### src/rtl/mem_stage_pkg.sv
// Shared types and constants for the memory-access stage.
// Holds bus widths, except_zip field offsets and ld_op bit indices.
package mem_stage_pkg;

  localparam int DATA_W  = 32;
  localparam int EXC_W   = 82;
  localparam int ES2MS_W = 158;
  localparam int MS2WS_W = 152;

  // except_zip layout: flag at the top, ecode above badv
  localparam int EXC_FLAG_BIT = 81;
  localparam int ECODE_LSB    = 32;
  localparam int BADV_LSB     = 0;

  localparam logic [5:0] ECODE_ALE = 6'h09;

  // ld_op one-hot: {ld_b, ld_bu, ld_h, ld_hu, ld_w}
  localparam int LD_B  = 4;
  localparam int LD_BU = 3;
  localparam int LD_H  = 2;
  localparam int LD_HU = 1;
  localparam int LD_W  = 0;

  typedef struct packed {
    logic [4:0]       ld_op;
    logic             res_from_mem;
    logic             rf_we;
    logic [4:0]       rf_waddr;
    logic [31:0]      alu_result;
    logic [31:0]      pc;
    logic [EXC_W-1:0] except_zip;
  } es2ms_t;

  typedef struct packed {
    logic             rf_we;
    logic [4:0]       rf_waddr;
    logic [31:0]      final_result;
    logic [31:0]      pc;
    logic [EXC_W-1:0] except_zip;
  } ms2ws_t;

  // Halfword loads need addr[0]==0, word loads need addr[1:0]==0
  function automatic logic misaligned(
    input logic [4:0] ld_op,
    input logic [1:0] off
  );
    logic half;
    half = ld_op[LD_H] | ld_op[LD_HU];
    return (half & off[0]) |
           (ld_op[LD_W] & (off != 2'b00));
  endfunction

endpackage

### src/rtl/mem_stage_if.sv
// Valid/allowin pipeline handshake with a payload bus.
// master drives valid/bus, slave drives allowin.
interface mem_stage_if #(
  parameter int W = 1
);

  logic         valid;
  logic         allowin;
  logic [W-1:0] bus;

  modport master (
    output valid,
    output bus,
    input  allowin
  );

  modport slave (
    input  valid,
    input  bus,
    output allowin
  );

endinterface

### src/rtl/mem_stage_load_ext.sv
// Load data extraction: picks byte/half by offset and extends.
// Purely combinational.
module load_ext
  import mem_stage_pkg::*;
(
  input  logic [31:0] rdata,
  input  logic [4:0]  ld_op,
  input  logic [1:0]  off,
  output logic [31:0] result
);

  logic [7:0]  byte_sel;
  logic [15:0] half_sel;

  // Select the addressed byte/half, then extend per ld_op
  always_comb begin
    byte_sel = rdata[7:0];
    unique case (off)
      2'd0: byte_sel = rdata[7:0];
      2'd1: byte_sel = rdata[15:8];
      2'd2: byte_sel = rdata[23:16];
      2'd3: byte_sel = rdata[31:24];
    endcase
    half_sel = off[1] ? rdata[31:16] : rdata[15:0];
    result = rdata;
    unique case (1'b1)
      ld_op[LD_B]:  result = {{24{byte_sel[7]}}, byte_sel};
      ld_op[LD_BU]: result = {24'd0, byte_sel};
      ld_op[LD_H]:  result = {{16{half_sel[15]}}, half_sel};
      ld_op[LD_HU]: result = {16'd0, half_sel};
      default:      result = rdata;
    endcase
  end

endmodule

### src/rtl/mem_stage.sv
// Memory-access pipeline stage: load align/extend, rdata hold, forwarding.
// Optional misaligned-load exception enabled by MEM_ALE_CHK_EN.
module mem_stage
  import mem_stage_pkg::*;
(
  input  logic              clk,
  input  logic              reset,
  mem_stage_if.slave        es2ms,
  input  logic [DATA_W-1:0] data_sram_rdata,
  mem_stage_if.master       ms2ws,
  output logic [38:0]       ms_rf_zip,
  output logic              ms_ex,
  input  logic              wb_ex
);

  localparam logic [0:0] LIVE = 1'b0;
  localparam logic [0:0] HELD = 1'b1;

  logic              ms_valid_d;
  logic              ms_valid_q;
  es2ms_t            bundle_d;
  es2ms_t            bundle_q;
  logic [0:0]        state_d;
  logic [0:0]        state_q;
  logic [DATA_W-1:0] rdata_buf_d;
  logic [DATA_W-1:0] rdata_buf_q;

  logic              ms_allowin;
  logic [DATA_W-1:0] rdata_sel;
  logic [31:0]       ld_result;
  logic [31:0]       final_result;
  logic [EXC_W-1:0]  exc_out;
  logic              rf_we_out;
  ms2ws_t            out_bus;

  assign ms_allowin    = ~ms_valid_q | ms2ws.allowin;
  assign es2ms.allowin = ms_allowin;

  // Stage valid: flush wins, otherwise advance on allowin
  always_comb begin
    ms_valid_d = ms_valid_q;
    if (wb_ex) begin
      ms_valid_d = 1'b0;
    end else if (ms_allowin) begin
      ms_valid_d = es2ms.valid;
    end
  end

  // Bundle register: a flushed incoming bundle is never captured
  always_comb begin
    bundle_d = bundle_q;
    if (es2ms.valid & ms_allowin & ~wb_ex) begin
      bundle_d = es2ms_t'(es2ms.bus);
    end
  end

  // SRAM data lives one cycle; park it while write-back stalls
  always_comb begin
    state_d     = state_q;
    rdata_buf_d = rdata_buf_q;
    unique case (state_q)
      LIVE: begin
        if (ms_valid_q & bundle_q.res_from_mem &
            ~ms2ws.allowin & ~wb_ex) begin
          rdata_buf_d = data_sram_rdata;
          state_d     = HELD;
        end
      end
      HELD: begin
        if (ms2ws.allowin | wb_ex) begin
          state_d = LIVE;
        end
      end
      default: state_d = LIVE;
    endcase
  end

  // State update with synchronous reset
  always_ff @(posedge clk) begin
    if (reset) begin
      ms_valid_q  <= 1'b0;
      bundle_q    <= '0;
      state_q     <= LIVE;
      rdata_buf_q <= '0;
    end else begin
      ms_valid_q  <= ms_valid_d;
      bundle_q    <= bundle_d;
      state_q     <= state_d;
      rdata_buf_q <= rdata_buf_d;
    end
  end

  assign rdata_sel = (state_q == HELD) ? rdata_buf_q
                                       : data_sram_rdata;

  load_ext u_load_ext (
    .rdata  (rdata_sel),
    .ld_op  (bundle_q.ld_op),
    .off    (bundle_q.alu_result[1:0]),
    .result (ld_result)
  );

  assign final_result = bundle_q.res_from_mem ? ld_result
                                              : bundle_q.alu_result;

`ifdef MEM_ALE_CHK_EN
  logic ale;

  assign ale = misaligned(bundle_q.ld_op,
                          bundle_q.alu_result[1:0]) &
               ~bundle_q.except_zip[EXC_FLAG_BIT];

  // Raise ALE unless an older exception already owns the slot
  always_comb begin
    exc_out   = bundle_q.except_zip;
    rf_we_out = bundle_q.rf_we;
    if (ale) begin
      exc_out[EXC_FLAG_BIT]        = 1'b1;
      exc_out[ECODE_LSB +: 6]      = ECODE_ALE;
      exc_out[BADV_LSB +: DATA_W]  = bundle_q.alu_result;
      rf_we_out                    = 1'b0;
    end
  end
`else
  // Exceptions from upstream pass straight through
  always_comb begin
    exc_out   = bundle_q.except_zip;
    rf_we_out = bundle_q.rf_we;
  end
`endif

  assign ms_ex = ms_valid_q & exc_out[EXC_FLAG_BIT];

  assign out_bus.rf_we        = rf_we_out;
  assign out_bus.rf_waddr     = bundle_q.rf_waddr;
  assign out_bus.final_result = final_result;
  assign out_bus.pc           = bundle_q.pc;
  assign out_bus.except_zip   = exc_out;

  assign ms2ws.valid = ms_valid_q;
  assign ms2ws.bus   = out_bus;

  assign ms_rf_zip = {
    bundle_q.res_from_mem & ms_valid_q,
    rf_we_out & ms_valid_q & ~ms_ex,
    bundle_q.rf_waddr,
    final_result
  };

endmodule

### src/flat_wrapper.sv
// flat-port wrapper written by rule: the top's interface ports become plain ports
module mem_stage_flat import mem_stage_pkg::*;
  (clk, reset, data_sram_rdata, ms_rf_zip, ms_ex, wb_ex, es2ms_valid, es2ms_bus, es2ms_allowin, ms2ws_valid, ms2ws_bus, ms2ws_allowin);
  mem_stage_if #(.W(ES2MS_W)) es2ms_i ();
  mem_stage_if #(.W(MS2WS_W)) ms2ws_i ();
  input  logic clk;
  input  logic reset;
  input  logic [DATA_W-1:0] data_sram_rdata;
  output logic [38:0] ms_rf_zip;
  output logic ms_ex;
  input  logic wb_ex;
  input wire logic [$bits(es2ms_i.valid)-1:0] es2ms_valid;
  input wire logic [$bits(es2ms_i.bus)-1:0] es2ms_bus;
  output wire logic [$bits(es2ms_i.allowin)-1:0] es2ms_allowin;
  output wire logic [$bits(ms2ws_i.valid)-1:0] ms2ws_valid;
  output wire logic [$bits(ms2ws_i.bus)-1:0] ms2ws_bus;
  input wire logic [$bits(ms2ws_i.allowin)-1:0] ms2ws_allowin;
  assign es2ms_i.valid = es2ms_valid;
  assign es2ms_i.bus = es2ms_bus;
  assign es2ms_allowin = es2ms_i.allowin;
  assign ms2ws_valid = ms2ws_i.valid;
  assign ms2ws_bus = ms2ws_i.bus;
  assign ms2ws_i.allowin = ms2ws_allowin;
  mem_stage u_core (.clk(clk), .reset(reset), .es2ms(es2ms_i), .data_sram_rdata(data_sram_rdata), .ms2ws(ms2ws_i), .ms_rf_zip(ms_rf_zip), .ms_ex(ms_ex), .wb_ex(wb_ex));
endmodule
### config.mk
export PLATFORM = sky130hd
export DESIGN_NAME = mem_stage_flat
export DESIGN_NICKNAME = d
export VERILOG_FILES = /design/src/rtl/mem_stage_pkg.sv /design/src/rtl/mem_stage_if.sv /design/src/rtl/mem_stage_load_ext.sv /design/src/rtl/mem_stage.sv /design/src/flat_wrapper.sv
export SDC_FILE = /design/constraint.sdc
export NUM_CORES = 1
export LEC_CHECK = 0
export ABC_AREA = 1
export BUFFER_PORTS_ARGS = -buffer_cell sky130_fd_sc_hd__buf_2
export CAP_MARGIN = 20
export CORE_AREA = 2 2 151 153
export DETAILED_ROUTE_END_ITERATION = 6
export DIE_AREA = 0 0 153 155
export HOLD_SLACK_MARGIN = 0.03
export PLACE_DENSITY = 0.75
export RECOVER_POWER = 100
export SETUP_SLACK_MARGIN = 0.1
export SLEW_MARGIN = 20
export SYNTH_ARGS = -nofsm -noshare
export SYNTH_HDL_FRONTEND = slang
export SYNTH_SLANG_ARGS = --single-unit
export TNS_END_PERCENT = 20
### constraint.sdc
create_clock -name clk -period 2.3 [get_ports clk]
set_clock_uncertainty 0.2 [all_clocks]
set_input_delay 0.46 -clock clk [delete_from_list [all_inputs] [get_ports clk]]
set_output_delay 0.46 -clock clk [all_outputs]
set_load 0.02 [all_outputs]
==> results of run 1 <==
-- logic make-up (layout without fill, tap and decap cells) --
kind of cell           after synthesis  after routing  share of synthesized area
buffers and inverters              293            529                      0.192
and+or+nand+nor                    636            636                      0.267
other                                0              4                          0
muxes                                2              2                    0.00210
DFF                                191            191                      0.401
AOI/OAI and AO/OA                  247            247                      0.138
-- registers in the layout, indices dropped and copies added, names as in the netlist --
register	cells
u_core.bundle_q	37
u_core.exc_out	82
u_core.ms2ws.bus	37
u_core.ms2ws.valid	1
u_core.rdata_buf_q	32
u_core.rf_we_out	1
u_core.state_q	1
-- cell usage in the layout (no fill, tap or decap), types with 29 or more instances in the layout --
| cell | Yosys | routed |
|---|---|---|
| clkbuf_1 | 38 | 129 |
| buf_4 | 173 | 80 |
| inv_1 | 46 | 41 |
| nand2_2 | 5 | 29 |
| dfxtp_1 | 191 | 188 |
| nand2_1 | 527 | 499 |
| buf_2 | 24 | 210 |
| a21oi_1 | 202 | 200 |
| nor2_1 | 36 | 35 |
| nand3_1 | 40 | 34 |
-- repair_timing --
action                                 4_1_cts  5_1_grt
setup endpoints to repair                   64       65
endpoints found under the hold margin        0        0
gates cloned                                 1        1
gates resized for setup                    111       21
setup buffers                                2        1
pin swaps                                    4        3
-- where the power goes --
| group | total (mW) | switching (mW) | internal [mW] |
|---|---|---|---|
| clock network | 3.22 | 1.60 | 1.62 |
| logic | 1.65 | 1.02 | 0.633 |
| registers | 3.51 | 0.0756 | 3.44 |
| total | 8.38 | 2.69 | 5.69 |
-- Yosys cell counts --
| cell | count | area [um^2] |
|---|---|---|
| inv_2 | 4 | 15.0 |
| nand2_1 | 527 | 1980 |
| a21oi_2 | 9 | 78.8 |
| o21a_1 | 2 | 15.0 |
| nor2_2 | 2 | 12.5 |
| a21oi_1 | 202 | 1010 |
| nor3_4 | 1 | 16.3 |
| clkbuf_1 | 38 | 143 |
| dfxtp_1 | 191 | 3820 |
| nand3_1 | 40 | 200 |
| nor3_1 | 1 | 5.00 |
| or2_2 | 19 | 119 |
| inv_1 | 46 | 173 |
| o21ai_1 | 1 | 5.00 |
| clkinv_1 | 2 | 7.51 |
| mux2i_1 | 2 | 20.0 |
| nand3_2 | 2 | 20.0 |
| buf_8 | 1 | 15.0 |
| buf_6 | 5 | 56.3 |
| a211oi_1 | 14 | 105 |
| nand2_2 | 5 | 31.3 |
| buf_4 | 173 | 1300 |
| nand4_1 | 1 | 6.26 |
| nand3_4 | 1 | 17.5 |
| o21ai_0 | 15 | 75.1 |
| and2_1 | 1 | 6.26 |
| a31oi_1 | 4 | 25.0 |
| nor2_1 | 36 | 135 |
| buf_2 | 24 | 120 |
-- layout make-up --
type,count,area share
Inverter,52,0.0172
Tap cell,285,0.0307
Timing Repair Buffer,445,0.216
Antenna cell,4,0.000860
Multi-Input combinational cell,885,0.349
Clock buffer,17,0.0366
Sequential cell,191,0.329
Clock inverter,15,0.0200
-- metrics by stage --
stage	setup TNS [ns]	instance area, um^2	hold slack (ns)	cells	power [mW]
CTS	-21.03	11800	0.0442	1888	8.45
detailed placement	-1.12	10700	0.247	1853	5.14
floorplan	0	9540	0.234	1369	4.70
finish	-20.79	11600	0.0436	1894	8.38
global route	-32.81	11600	0.0244	1893	8.73
global placement	-0.771	10700	0.244	1853	5.12
-- routing by layer --
| layer | vias up | track usage | wire, um |
|---|---|---|---|
| met1 | 4220 | 0.270 | 11200 |
| met3 | 69 | 0.0641 | 2260 |
| met5 | - | 0 | 30 |
| met4 | 4 | 0.117 | 1340 |
| li1 | 4620 | - | - |
| met2 | 402 | 0.407 | 14200 |
-- path summary, 6_finish.rpt --
check	end	slack, ns	cells after the start
max	ms_rf_zip[10]	-0.40	9
min	u_core.ms2ws.valid$_SDFFE_PP0N_	0.04	2
max reg2reg	u_core.bundle_q[157]$_SDFFE_PP0P_	0.15	7
min reg2reg	u_core.bundle_q[140]$_SDFFE_PP0P_	0.26	2
==> results.txt, run 1 <==
Status: finished with violations
Failing checks: setup timing
Die Ht: 155 um
Final Slew Violations: 0
Root buf cell: clkbuf_16
Hold-fix buffers, CTS: 0
Post-Syn Area per Cell: 6.96 um^2
Final Setup Violations: 64
Worst slew pin tran: 0.784 ns
Area growth, synth to finish: 22.0%
VDD IR-drop max: 0.399 mV
PortBufs: 387
Syn nets: 1564
YS warnings: 0
H-tree depth: 4
Fmax: 371 MHz
Critical-path cell list: buf_4 -> nand2_2 -> nand2_4 -> a21oi_2 -> nand2_2 -> nand3_4 -> clkbuf_16 -> a21oi_2 -> buf_4
Max Root-Sink Buffers: 2
Worst setup EP type: output port
Fin crit share: 1.17
Bufs and invs on worst path: 3
Die W: 153 um
Worst skew pair latency: 0.42 ns
Fill cells: 2243
Min-delay src: wb_ex
Post-layout util: 0.523
Crit Path Class: reg2out
Total Wirelength: 29.0 mm
Layout cells sized above 1: 0.275
FF+latch area: 3830 um^2
Multi-input gate area: 4060 um^2
Worst R2R Start: u_core.ms2ws.valid$_SDFFE_PP0N_
Sink Count: 191
Largest net degree at the start of global routing: 85
Slowest CP cell: dfxtp_4
CTS tree: done
FP Rows: 55
Hold WC Path Type: in2reg
Vias: 9315
CP top delay family: buffers and inverters
IO Count: 389
Antenna viol nets, final: 0
CORE AREA: 22200 um^2
CP required: 1.64 ns
Fin. Hold Viols: 0
Tot GR Track Use: 0.236
RSZ-0062 raised after global routing: true
Average wire per standard cell: 15.3 um
First DRT Iteration DRCs: 585
Leak Pwr: 5.15 nW
Clock slew at reported path FFs: 0.08 ns
Max_cap viols: 0
CP Launch Type: flop
Initial antenna violation count: 6
Synth Register Bits: 191
Initial Utilization: 0.429
Tmin final: 2.70 ns
Num CTS Buffers: 17
1st-pass router iterations: 5
GRT overflow: 0
Post-Synthesis Cells: 1369
Post-route worst setup slack: -0.396 ns
Final RePlAce weighted congestion: 0.922
Die area: 23700 um^2
Worst path arrival time: 2.04 ns
Worst Setup SP: u_core.state_q$_SDFF_PP0_
Global-route wire length before repair: 45.0 mm
Max FO, Critical Path: 9
Crit path largest cell delay: 0.39 ns
Power Density: 720 nW/um^2
Vias in the first global route: 8762
Nets: 1787
DR vias/cell: 4.92
Netlist cell types: 29
DRC: 0
Pre-CTS setup slack: -0.0917 ns
Headroom to the max-slew limit: 0.477
Final HPWL DP: 21.0 mm
Sequential share of the synthesized area: 0.401
Post-synthesis cell area: 9530 um^2
(Power assumes the default switching activity.)
==> inputs of run 2 (changes only) <==
- CORE_AREA: 2 2 151 153 -> 2 2 149 151
- DIE_AREA: 0 0 153 155 -> 0 0 151 153
- PLACE_DENSITY: 0.75 -> 0.77
==> results.txt, run 2 (same netlist as run 1, synthesis figures left out) <==
GRT overflow: 0
Design Area, Final: 12000 um^2
Final Setup Violations: 64
Most frequent CP cell: nor2_1
Nets: 1802
CP Launch Type: flop
Reg2Reg Setup Slack: 0.14 ns
Max_cap viols: 0
Layout cells sized above 1: 0.299
Worst R2R Start: u_core.ms2ws.valid$_SDFFE_PP0N_
Final RePlAce weighted congestion: 0.927
Vias in the first global route: 8811
VDD IR-drop max: 0.436 mV
PortBufs: 387
1st-pass router iterations: 5
Max Root-Sink Buffers: 2
Worst slew pin tran: 0.746 ns
End of the worst register-to-register path: u_core.bundle_q[114]$_SDFFE_PP0P_
Tot GR Track Use: 0.244
Initial antenna violation count: 3
Crit path largest cell delay: 0.39 ns
H-tree depth: 4
Final Slew Violations: 0
Area growth, synth to finish: 25.9%
Min-delay src: wb_ex
Sink Count: 191
Root buf cell: clkbuf_16
Post-layout util: 0.559
Largest net degree at the start of global routing: 102
Worst path arrival time: 2.07 ns
Slowest CP cell: dfxtp_4
RSZ-0062 raised after global routing: true
CTS tree: done
Tmin final: 2.73 ns
Antenna viol nets, final: 0
Average wire per standard cell: 15.6 um
Failing checks: setup timing
Clock slew at reported path FFs: 0.07 ns
Die area: 23100 um^2
Status: finished with violations
Switch share: 0.316
Fmax: 366 MHz
Clock share of power: 0.366
Area of placed instances: 10700 um^2
CORE AREA: 21500 um^2
Headroom to the max-slew limit: 0.502
Net Switching: 2.63 mW
R2R depth: 7
Critical-path cell list: buf_12 -> o21ai_0 -> buf_4 -> nor2_1 -> nor2_1 -> nand3_4 -> nand2_2 -> inv_2 -> buf_6
First DRT Iteration DRCs: 637
WHS Path Cells: 2
Num CTS Buffers: 17
Fin. Hold Viols: 0
Hold WC Path Type: in2reg
Worst min-delay path endpoint: u_core.ms2ws.valid$_SDFFE_PP0N_
Power Density: 693 nW/um^2
Commonest non-fill, non-tap cell in the layout: nand2_1
Die W: 151 um
Worst skew pair latency: 0.43 ns
IO Count: 389
Number of flip-flops in the largest register: 82
Fill cells: 2041
Setup TNS: -23.59 ns
Combinational share of power: 0.212
Total Wirelength: 29.7 mm
Most frequent cells in the layout: nand2_1, a21oi_1, buf_2
Leak Pwr: 5.21 nW
Max FO, Critical Path: 10
Crit Path Class: reg2out
Internal: 5.69 mW
Global-route wire length before repair: 44.5 mm
CP required: 1.64 ns
Vias: 9381
Post-route worst setup slack: -0.435 ns
DRC: 0
DR vias/cell: 4.93
Worst setup EP type: output port
Die Ht: 153 um
FP Rows: 54
Final HPWL DP: 21.0 mm
Initial Utilization: 0.444
Sequential Power Share: 0.422
Fin crit share: 1.19
==> run 2: changes by cell type in the layout (fill, tap and decap cells not counted), moves of 8 or more <==
cell and change:
buf_6 +39, nand3_1 -12, buf_2 -11, inv_1 -9
inv_2 +9, nand2_1 -8
==> run 2: worst max-delay path: cells and delay by family (launching register included) <==
family          cells  cell delay (ns)
buf+inv             4             0.51
simple gates        4             0.46
flops               1             0.39
compound gates      1             0.29
==> run 2: layer usage <==
| metal | track usage | part of all wire | routed length [um] | vias up |
|---|---|---|---|---|
| li1 | - | - | - | 4648 |
| met5 | 0 | 0.00044 | 13 | - |
| met2 | 0.430 | 0.51 | 15200 | 377 |
| met1 | 0.276 | 0.38 | 11400 | 4294 |
| met4 | 0.107 | 0.033 | 983 | 2 |
| met3 | 0.0612 | 0.069 | 2050 | 60 |
==> run 2: power groups by stage <==
stage	Combinational [mW]	Sequential (mW)	Clock, mW
2_1_floorplan	1.13	3.57	0
3_3_place_gp	1.54	3.58	0
3_5_place_dp	1.55	3.58	0
4_1_cts	1.66	3.51	3.10
5_1_grt	1.89	3.53	3.23
6_report	1.76	3.51	3.04
==> run 2: area by class of cell <==
class	instances	area, um^2	area share
clock buffers	18	429	0.0358
well taps	280	350	0.0292
repair inverters	1	7.51	0.000626
diodes	2	5.00	0.000417
inverters	52	205	0.0171
clock inverters	14	173	0.0144
multi-input cells	885	4230	0.352
flip-flops and latches	191	3830	0.319
repair buffers	459	2770	0.231
==> run 2: metrics by stage <==
stage          hold WS [ns]  setup WS, ns  total power, mW  std cells
2_1_floorplan         0.234        0.0481             4.70       1369
3_3_place_gp          0.244        -0.122             5.11       1857
3_5_place_dp          0.248       -0.0945             5.13       1857
4_1_cts              0.0488        -0.441             8.27       1894
5_1_grt              0.0363        -0.524             8.65       1902
6_report             0.0504        -0.435             8.32       1902
==> run 2: timing repair <==
item | CTS | global route
endpoints found under the setup margin | 64 | 75
resized for setup | 117 | 107
gates cloned | 2 | 1
setup buffers | 3 | 5
pin swaps | 8 | 8
hold buffers | 0 | 0
==> run 2: how the worst max path moves through the flow <==
| stage | from | to | slack, ns | depth (start not counted) |
|---|---|---|---|---|
| after floorplan | u_core.bundle_q[115]$_SDFFE_PP0P_ | ms_rf_zip[11] | 0.05 | 11 |
| after global placement | data_sram_rdata[4] | ms2ws_bus[118] | -0.12 | 11 |
| after detailed placement | data_sram_rdata[4] | ms2ws_bus[118] | -0.09 | 11 |
| after CTS | u_core.state_q$_SDFF_PP0_ | ms2ws_bus[120] | -0.44 | 11 |
| after global routing | u_core.state_q$_SDFF_PP0_ | ms2ws_bus[143] | -0.52 | 14 |
| final | u_core.state_q$_SDFF_PP0_ | ms_rf_zip[24] | -0.43 | 9 |
==> inputs of run 3 (changes only) <==
- clock period: 2.3 -> 3.5 ns (I/O delays scaled with it)
==> results.txt, run 3 (same netlist as run 1, synthesis figures left out) <==
DRC: 0
Hold-fix buffers, CTS: 0
Power Density: 483 nW/um^2
CORE AREA: 21500 um^2
Worst setup EP type: output port
Tot GR Track Use: 0.235
Crit Path Class: reg2out
Layout cells sized above 1: 0.204
Root buf cell: clkbuf_16
Design Area, Final: 10700 um^2
Sequential Power Share: 0.447
Antenna viol nets, final: 0
Initial Utilization: 0.444
Largest net degree at the start of global routing: 151
Number of flip-flops in the largest register: 82
FF+latch area: 3820 um^2
Average wire per standard cell: 15.3 um
Nets: 1748
Worst R2R Start: u_core.ms2ws.valid$_SDFFE_PP0N_
Commonest non-fill, non-tap cell in the layout: nand2_1
Area growth, synth to finish: 12.1%
Internal: 3.52 mW
Final Slew Violations: 228
Max FO, Critical Path: 18
Final HPWL DP: 20.4 mm
Total Power: 5.17 mW
1st-pass router iterations: 5
End of the worst register-to-register path: u_core.bundle_q[138]$_SDFFE_PP0P_
Total Wirelength: 28.3 mm
Fin. Hold Viols: 0
Crit path largest cell delay: 0.36 ns
Switch share: 0.319
Slowest CP cell: dfxtp_1
Die Ht: 153 um
Fin crit share: 0.945
Initial antenna violation count: 3
Tmin final: 3.31 ns
Die W: 151 um
Critical-path cell list: inv_1 -> nand2_2 -> nor2_1 -> buf_2 -> nor2_1 -> nand2_1 -> nand3_1 -> nand2_1 -> inv_1 -> a21oi_2 -> buf_2
Most frequent cells in the layout: nand2_1, buf_2, a21oi_1
Net Switching: 1.65 mW
R2R depth: 6
Hold WC Path Type: reg2reg
Worst path arrival time: 2.41 ns
CP required: 2.60 ns
RSZ-0062 raised after global routing: true
Clock slew at reported path FFs: 0.07 ns
FP Rows: 54
Fmax: 302 MHz
Sink Count: 191
PortBufs: 387
Worst slew pin tran: 1.68 ns
Worst skew pair latency: 0.42 ns
CTS tree: done
Fill cells: 2226
Num CTS Buffers: 17
GRT overflow: 0
Leak Pwr: 4.70 nW
Status: finished with violations
IO Count: 389
Max_cap viols: 2
H-tree depth: 4
Area of placed instances: 10400 um^2
Clock share of power: 0.372
Multi-input gate area: 3860 um^2
CP Capture Point: ms_rf_zip[9]
First DRT Iteration DRCs: 629
Max Root-Sink Buffers: 2
Final RePlAce weighted congestion: 0.937
Headroom to the max-slew limit: -0.118
CP Launch Type: flop
Worst Setup SP: u_core.bundle_q[155]$_SDFFE_PP0P_
Global-route wire length before repair: 43.1 mm
DR vias/cell: 4.91
Die area: 23100 um^2
Reg2Reg Setup Slack: 0.63 ns
Setup TNS: 0 ns
Vias in the first global route: 8397
Combinational share of power: 0.181
Vias: 9070
Final Setup Violations: 0
VDD IR-drop max: 0.316 mV
Failing checks: capacitance limit, slew limit
## run 3: changes by cell type in the layout (fill, tap and decap cells not counted), moves of 23 or more
| cell | change |
|---|---|
| clkbuf_2 | +29 |
| buf_6 | -49 |
| nand2_1 | +35 |
| nand2_2 | -30 |
| clkbuf_1 | +23 |
| buf_4 | -65 |
## run 3: worst min path at each step
| stage | from | end | slack (ns) | cells after the start |
|---|---|---|---|---|
| finish | u_core.bundle_q[133]$_SDFFE_PP0P_ | u_core.bundle_q[133]$_SDFFE_PP0P_ | 0.26 | 2 |
| global route | wb_ex | u_core.ms2ws.valid$_SDFFE_PP0N_ | 0.26 | 2 |
| CTS | u_core.bundle_q[144]$_SDFFE_PP0P_ | u_core.bundle_q[144]$_SDFFE_PP0P_ | 0.26 | 2 |
| detailed placement | u_core.bundle_q[144]$_SDFFE_PP0P_ | u_core.bundle_q[144]$_SDFFE_PP0P_ | 0.25 | 2 |
| global placement | u_core.bundle_q[141]$_SDFFE_PP0P_ | u_core.bundle_q[141]$_SDFFE_PP0P_ | 0.24 | 2 |
| floorplan | u_core.rdata_buf_q[27]$_SDFFE_PP0P_ | u_core.rdata_buf_q[27]$_SDFFE_PP0P_ | 0.23 | 2 |
## run 3: stage by stage
stage / worst slack, ns / util / instances / hold slack, ns
after floorplan: 0.740 / - / 1369 / 0.234
after global placement: 0.516 / 0.483 / 1813 / 0.244
after detailed placement: 0.509 / 0.483 / 1813 / 0.248
after CTS: 0.0960 / 0.509 / 1845 / 0.258
after global routing: 0.0277 / 0.497 / 1846 / 0.260
final: 0.191 / 0.498 / 1848 / 0.258
## run 3: layout make-up
cell class / count / share of cell area
clock buffer: 18 / 0.0401
antenna: 2 / 0.000468
timing repair buffer: 405 / 0.176
clock inverter: 14 / 0.0131
sequential: 191 / 0.358
multi-input combinational: 886 / 0.361
tap: 280 / 0.0328
inverter: 52 / 0.0184
## run 3: worst max-delay path: cells and delay by family, from the launching register on
kind	cells	cell delay [ns]
flops	1	0.36
compound gates	1	0.15
simple gates	6	0.77
buf+inv	4	0.70
## run 3: timing repair
action	4_1_cts	5_1_grt
cloned	0	1
setup endpoints to repair	2	52
setup buffers	0	0
resized for setup	0	6
pin swaps	0	0
## run 3: power groups by stage
stage	combinational (mW)	sequential, mW	clock, mW
floorplan	0.741	2.35	0
global placement	0.958	2.35	0
detailed placement	0.965	2.36	0
CTS	0.967	2.31	1.96
global route	1.03	2.32	2.04
finish	0.936	2.31	1.92
## run 3: routing by layer
layer	global-route usage	up-vias	wire (um)
li1	-	4538	-
met4	0.0935	2	957
met3	0.0713	58	2540
met5	0	-	13
met1	0.257	4070	10500
met2	0.421	402	14200
